### config.mk
export PLATFORM = sky130hd
export DESIGN_NAME = imem_fetch_ctrl
export DESIGN_NICKNAME = d
export VERILOG_FILES = /design/src/rtl/fetch_pkg.sv /design/src/rtl/fetch_pc_gen.sv /design/src/rtl/imem_fetch_ctrl.sv
export SDC_FILE = /design/constraint.sdc
export NUM_CORES = 1
export LEC_CHECK = 0
export CAP_MARGIN = 40
export CELL_PAD_IN_SITES_DETAIL_PLACEMENT = 0
export CELL_PAD_IN_SITES_GLOBAL_PLACEMENT = 2
export CORE_MARGIN = 5
export CORE_UTILIZATION = 20
export DETAILED_ROUTE_END_ITERATION = 8
export PLACE_DENSITY = 0.92
export SLEW_MARGIN = 10
export SYNTH_ARGS = -nofsm -noshare
export SYNTH_HDL_FRONTEND = slang
export SYNTH_HIERARCHICAL = 1
export SYNTH_SLANG_ARGS = --single-unit
### constraint.sdc
create_clock -name clk -period 4.4 [get_ports clk]
set_input_delay 0.44 -clock clk [delete_from_list [all_inputs] [get_ports clk]]
set_output_delay 0.44 -clock clk [all_outputs]
set_load 0.01 [all_outputs]
### src/rtl/fetch_pkg.sv
// Shared types and constants for the instruction-memory fetch controller.
// Imported by the PC generator and the top-level sequencer.
package fetch_pkg;

  typedef enum logic [1:0] {
    IDLE = 2'd0,
    LOAD = 2'd1,
    RUN  = 2'd2,
    HALT = 2'd3
  } fetch_state_t;

  localparam logic [31:0] ECALL_INSN    = 32'h0000_0073;
  localparam int unsigned DEFAULT_DEPTH = 256;

  // A fetch address is usable only if word aligned and inside the memory.
  function automatic logic pc_in_range(input logic [31:0] addr, input int unsigned depth);
    return (addr[1:0] == 2'b00) && ({2'b00, addr[31:2]} < 32'(depth));
  endfunction

endpackage

### src/rtl/fetch_pc_gen.sv
// Program counter register with next-PC selection and target range checking.
// pc_fault flags that the PC about to be taken is misaligned or out of range.
module fetch_pc_gen
  import fetch_pkg::*;
#(
  parameter int unsigned DEPTH    = DEFAULT_DEPTH,
  parameter logic [31:0] RESET_PC = 32'h0000_0000
) (
  input  logic        clk,
  input  logic        reset,
  input  logic        load_start,
  input  logic        redirect,
  input  logic [31:0] redirect_pc,
  input  logic        advance,
  output logic [31:0] pc,
  output logic        pc_fault
);

  logic [31:0] pc_inc;

  assign pc_inc = pc + 32'd4;

  // Redirect beats the sequential increment; only the chosen target is checked.
  always_comb begin
    pc_fault = 1'b0;
    if (redirect) begin
      pc_fault = !pc_in_range(redirect_pc, DEPTH);
    end else if (advance) begin
      pc_fault = !pc_in_range(pc_inc, DEPTH);
    end
  end

  // A faulting target is never loaded, so pc keeps the last legal address.
  always_ff @(posedge clk) begin
    if (reset) begin
      pc <= RESET_PC;
    end else if (load_start) begin
      pc <= RESET_PC;
    end else if (pc_fault) begin
      pc <= pc;
    end else if (redirect) begin
      pc <= redirect_pc;
    end else if (advance) begin
      pc <= pc_inc;
    end
  end

endmodule

### src/rtl/imem_fetch_ctrl.sv
// Sequencer and arbiter for a word-addressed, combinational-read instruction memory.
// Owns the PC, streams instructions to decode, and lends the memory port to a loader.
module imem_fetch_ctrl
  import fetch_pkg::*;
#(
  parameter int unsigned DEPTH    = DEFAULT_DEPTH,
  parameter logic [31:0] RESET_PC = 32'h0000_0000,
  parameter logic [31:0] ECALL    = ECALL_INSN
) (
  input  logic        clk,
  input  logic        reset,
  input  logic        start,
  input  logic        load_req,
  output logic        load_gnt,
  input  logic        load_we,
  input  logic [31:0] load_addr,
  input  logic [31:0] load_data,
  output logic [31:0] imem_addr,
  output logic        imem_we,
  output logic [31:0] imem_wdata,
  input  logic [31:0] imem_rdata,
  output logic [31:0] instr,
  output logic [31:0] instr_pc,
  output logic        instr_valid,
  input  logic        instr_ready,
  input  logic        redirect_valid,
  input  logic [31:0] redirect_pc,
  output logic        halted,
  output logic        fault,
  output logic [31:0] fetch_count
);

  // Handshake: instr/instr_pc are offered while instr_valid is high and transfer
  // on any edge where instr_valid && instr_ready; without a transfer or redirect
  // they stay stable.

  fetch_state_t state;
  fetch_state_t next_state;

  logic [31:0] pc;
  logic        pc_fault;
  logic        running;
  logic        accept;
  logic        is_ecall;
  logic        take_redirect;
  logic        advance;
  logic        start_run;

  assign running       = (state == RUN);
  assign accept        = running && instr_ready;
  assign is_ecall      = (imem_rdata == ECALL);
  assign take_redirect = running && redirect_valid && !(accept && is_ecall);
  assign advance       = accept && !is_ecall;
  assign start_run     = ((state == IDLE) || (state == HALT)) && (next_state == RUN);

  fetch_pc_gen #(
    .DEPTH   (DEPTH),
    .RESET_PC(RESET_PC)
  ) u_pc_gen (
    .clk        (clk),
    .reset      (reset),
    .load_start (start_run),
    .redirect   (take_redirect),
    .redirect_pc(redirect_pc),
    .advance    (advance),
    .pc         (pc),
    .pc_fault   (pc_fault)
  );

  always_ff @(posedge clk) begin
    if (reset) begin
      state <= IDLE;
    end else begin
      state <= next_state;
    end
  end

  // Loader requests win over start; a running core is never preempted.
  always_comb begin
    next_state = state;
    case (state)
      IDLE: begin
        if (load_req) next_state = LOAD;
        else if (start) next_state = RUN;
      end
      LOAD: begin
        if (!load_req) next_state = IDLE;
      end
      RUN: begin
        if (accept && is_ecall) next_state = HALT;
        else if (pc_fault) next_state = HALT;
      end
      HALT: begin
        if (load_req) next_state = LOAD;
        else if (start) next_state = RUN;
      end
      default: next_state = IDLE;
    endcase
  end

  // A write strobe coinciding with reset is dropped so reset wins cleanly.
  always_comb begin
    load_gnt    = (state == LOAD);
    halted      = (state == HALT);
    instr_valid = running;
    instr       = 32'h0;
    instr_pc    = 32'h0;
    imem_addr   = pc;
    imem_we     = 1'b0;
    imem_wdata  = 32'h0;
    if (state == LOAD) begin
      imem_addr  = load_addr;
      imem_we    = load_we && !reset;
      imem_wdata = load_data;
    end
    if (running) begin
      instr    = imem_rdata;
      instr_pc = pc;
    end
  end

  always_ff @(posedge clk) begin
    if (reset) begin
      fault <= 1'b0;
    end else if (start_run && (state == HALT)) begin
      fault <= 1'b0;
    end else if (running && pc_fault) begin
      fault <= 1'b1;
    end
  end

  always_ff @(posedge clk) begin
    if (reset) begin
      fetch_count <= 32'h0;
    end else if (start_run && (state == HALT)) begin
      fetch_count <= 32'h0;
    end else if (accept && (fetch_count != 32'hFFFF_FFFF)) begin
      fetch_count <= fetch_count + 32'd1;
    end
  end

endmodule

==> impl_summary.log <==
[metrics] Hold Slack: 0.510 ns
[metrics] largest driver fanout on the critical path: 33
[metrics] total via count after detailed routing: about 5,500
[metrics] share of synthesized area spent on multiplexers: 8.34%
[metrics] aggregate global routing overflow: 0
[metrics] Combinational Power Share: 48.6%
[metrics] starting DRC count in detailed routing: around 300
[metrics] RSZ-0062 raised after global routing: false
[metrics] total of endpoints with negative setup slack in the final report: 0
[metrics] top post-synthesis cells by count: and2_1, dfxtp_1, mux2_2, nand2_1, a21oi_1
[metrics] total nets after synthesis: roughly 730
[metrics] net switching power figure: 981 uW
[metrics] buffers inserted by post-CTS timing repair: 0
[metrics] Worst path most repeated cell: buf_4
[metrics] H-tree level count: 3
[metrics] pin count of the biggest net entering global routing: 67
[metrics] average vias per placed instance: about 4.6
[metrics] number of max-capacitance violations reported: 0
[metrics] first-pass GRT wire length: approximately 32 mm
[metrics] Worst IR Drop VDD: 203 uV
[metrics] Critical Path Start Type: register
[metrics] num rows: 57
[metrics] Worst Path Required: 4.61 ns
[metrics] slowest cell delay on critical path: 0.66 ns
[metrics] Worst-Margin Slew: 0.900 ns
[metrics] Worst Setup Slack post-DPL: 0.364 ns
[metrics] hold buffer count at cts: 0
[metrics] mean instance size in the synthesized netlist: 8.19 um2
[metrics] launch point of the worst hold path: fetch_count[30]
[metrics] Final Critical Period: 4.04 ns
[metrics] average detailed-routed wire length per instance: 17.4 um
[metrics] final clock skew: approximately 0.014 ns
[metrics] count of buffers from port buffering: 299
[metrics] clk slew on worst S/H paths: 0.06 ns
[metrics] simple logic cell fraction of the synthesized area: 40.6%
[metrics] Async SR Flop Fraction: 0%
[metrics] Post-Syn Area: 4850 um2
[metrics] depth of the most critical reg-to-reg path: 13
[metrics] dominant combinational cell family by area after synthesis: simple AND/OR/NAND/NOR gates
[metrics] area used by multi-input combinational logic: 3320 um2
[metrics] cells along the critical path: nand4_1 -> nor4_2 -> xnor2_1 -> o2111ai_1 -> or4_1 -> and4bb_2 -> o22ai_1 -> a22oi_1 -> a31oi_1 -> buf_4 -> o41ai_4 -> buf_4 -> nor2_1
[metrics] Clock power frac: 29.9%
[metrics] cell type of the slowest stage on the worst timing path: nor4_2
[metrics] Placeable Area: about 24,000 um2
[metrics] 1st-pass router iterations: 4
[metrics] Post-DRT Antenna Nets: 0
[metrics] number of buffers on the longest clock path: 2
[metrics] data arrival time of the worst path: 4.24 ns
[metrics] number of enable-type register cells in the synthesized netlist: 0
[metrics] Power Internal: 2.02 mW
[metrics] run status: finished clean
[metrics] horizontal die dimension: 166 um
[metrics] library cell with the largest summed area after synthesis: dfxtp_1
[metrics] CTS buffer count: 9
[metrics] number of global-route vias before repair: 5,398
[metrics] total count of hold-check failures in the final report: 0
[metrics] PwrDens: 351 nW/um2
[metrics] overall die area: 27,400 um2
[metrics] capture endpoint of the worst hold path: fetch_count[30]
[metrics] y dimension of the die: 166 um
[metrics] clock root buffer master: clkbuf_16
[metrics] count of mapped cells out of synthesis: 592
[metrics] Setup WS post-layout: 0.363 ns
[metrics] area share of the largest cell type after synthesis: 27.7%
[metrics] highest achievable clock rate: 248 MHz
[metrics] worst reg-to-reg setup slack: 0.36 ns
[metrics] Gates resized, CTS repair: 0
[metrics] post-synthesis to final-layout area growth: 76.4%
[metrics] synthesized-area fraction occupied by xor and xnor cells: 2.17%
[metrics] antenna cells: 0
[metrics] Nets: around 1,000
[metrics] sequential-to-total area share from yosys stat: between 20% and 30%
[metrics] destination of the worst register-to-register timing path: fetch_count[20]
[metrics] Placer Congestion: 0.885
[metrics] Synth warnings: 6
[metrics] total DRC errors in the routed layout: 0
[metrics] count of boundary I/O pins: 300
[metrics] initial core utilization: 20.1%
[metrics] top area cells in the synthesized netlist: dfxtp_1, and2_1, mux2_2
[metrics] sequential group share of total power: between 20 and 25%
[metrics] flops & latches, synth: 67
[metrics] filler cell count: 2,512
[metrics] crit end category: register
[metrics] TritonCTS clock tree: yes
[metrics] Final period util: 91.8%
[metrics] clk_lat worst skew: between 0.3 and 0.4 ns
[metrics] overall track demand over capacity in global routing: 14.6%
[metrics] reg2reg start: u_pc_gen/pc[6]
[metrics] static leakage: 2.96 nW
[metrics] number of cells traversed by the worst hold path: 2
[metrics] number of distinct library cells after synthesis: 66
[metrics] share of final-layout standard cells stronger than drive strength 1: 9.84%
[metrics] most numerous cell in the Yosys netlist: and2_1
[metrics] commonest register cell after synthesis: dfxtp_1
[metrics] Register Area: 1340 um2
[metrics] hpwl dp: 16.9 mm
[metrics] fraction of the mapped netlist area in compound gates: 15.6%
[metrics] Total Neg Setup Slack: 0 ns
[metrics] classification of the worst setup path: reg2reg
[metrics] Max-slew headroom: 39.6%
[metrics] number of clock sinks: 67
[metrics] antenna violations before repair: 1
[metrics] Hold WC Path Type: reg2reg
[metrics] net switching share of the total power: approximately 33%
[metrics] total wire length after detailed routing: around 21 mm
[metrics] adder-cell share of the synthesized area: under 10%
[metrics] pins over their slew limit: 0
==> power by group through the flow <==
stage / Sequential [mW] / Clock (mW) / Combinational [mW]
final: 0.646 / 0.898 / 1.46
after global routing: 0.648 / 0.945 / 1.57
after detailed placement: 0.659 / 0 / 1.47
after floorplan: 0.656 / 0 / 0.668
after CTS: 0.645 / 0.918 / 1.48
after global placement: 0.658 / 0 / 1.46
==> layer usage <==
metal	vias to the layer above	wire length, um	GRT usage (%)	share of wire [%]
met5	-	11	0	0.052
met4	2	159	2.22	0.76
met3	16	1430	4.50	6.8
met2	167	9880	23.5	47
met1	2565	9560	19.7	45
li1	2769	-	-	-
==> worst max-delay path, delay by kind of cell (launching register included) <==
kind	cells	cell delay (ns)
XOR/XNOR	1	0.19
AND/OR/NAND/NOR	5	1.81
buffers and inverters	2	0.58
flip-flops	1	0.51
AO/OA/AOI/OAI	5	0.82
==> area by class of cell <==
type                            instances  area share, %
Multi-Input combinational cell        483           38.9
Timing Repair Buffer                  309           36.0
Sequential cell                        67           15.7
Tap cell                              324           4.74
Clock buffer                           10           2.68
Clock inverter                          6           1.61
Inverter                                9          0.395
==> state kept, by name (all words and copies together) (netlist names) <==
signal       count
fault            1
fetch_count     32
state            2
u_pc_gen/pc     32
==> worst max-delay path by stage <==
stage | start | end | slack (ns) | depth (start not counted)
after CTS | u_pc_gen/pc[5] | u_pc_gen/pc[26] | 0.35 | 15
after detailed placement | u_pc_gen/pc[5] | u_pc_gen/pc[27] | 0.36 | 15
after floorplan | u_pc_gen/pc[2] | u_pc_gen/pc[10] | 0.74 | 16
after global placement | imem_rdata[28] | u_pc_gen/pc[10] | 0.37 | 15
after global routing | u_pc_gen/pc[6] | fetch_count[19] | 0.03 | 13
final | u_pc_gen/pc[6] | fetch_count[20] | 0.36 | 13
==> layout by cell type (no fill, tap or decap), types with 5 or more instances in the layout <==
cell | netlist | final
a21oi_1 | 29 | 29
a21oi_2 | 8 | 8
a31oi_1 | 5 | 5
and2_1 | 119 | 119
and3_1 | 11 | 11
and4_1 | 10 | 10
buf_4 | 3 | 9
clkbuf_16 | 0 | 9
clkdlybuf4s50_1 | 0 | 299
dfxtp_1 | 67 | 67
inv_1 | 9 | 9
mux2_2 | 35 | 35
nand2_1 | 32 | 32
nand3_1 | 23 | 23
nand4_1 | 22 | 22
nor2_1 | 25 | 25
nor3_1 | 5 | 5
nor4_1 | 13 | 13
o21ai_0 | 13 | 13
o21ai_1 | 5 | 5
o31ai_1 | 22 | 22
or3_1 | 16 | 16
or4_1 | 17 | 17
xnor2_1 | 10 | 10
==> kinds of logic (layout without fill, tap and decap cells) <==
logic type / after synthesis / count (layout)
compound gates: 111 / 111
xor+xnor: 12 / 12
fa+ha+maj: 6 / 6
buf+inv: 42 / 334
flops: 67 / 67
mux: 36 / 36
simple gates: 318 / 318
==> stage by stage <==
step / util (%) / area [um2] / total power [mW] / instances
2_1_floorplan: - / 4850 / 1.32 / 592
3_3_place_gp: 33.8 / 8160 / 2.11 / 1190
3_5_place_dp: 34.0 / 8180 / 2.13 / 1192
4_1_cts: 35.5 / 8550 / 3.04 / 1208
5_1_grt: 35.5 / 8550 / 3.16 / 1208
6_report: 35.5 / 8550 / 3.00 / 1208
No activity file was read; power rests on OpenSTA's default activity.
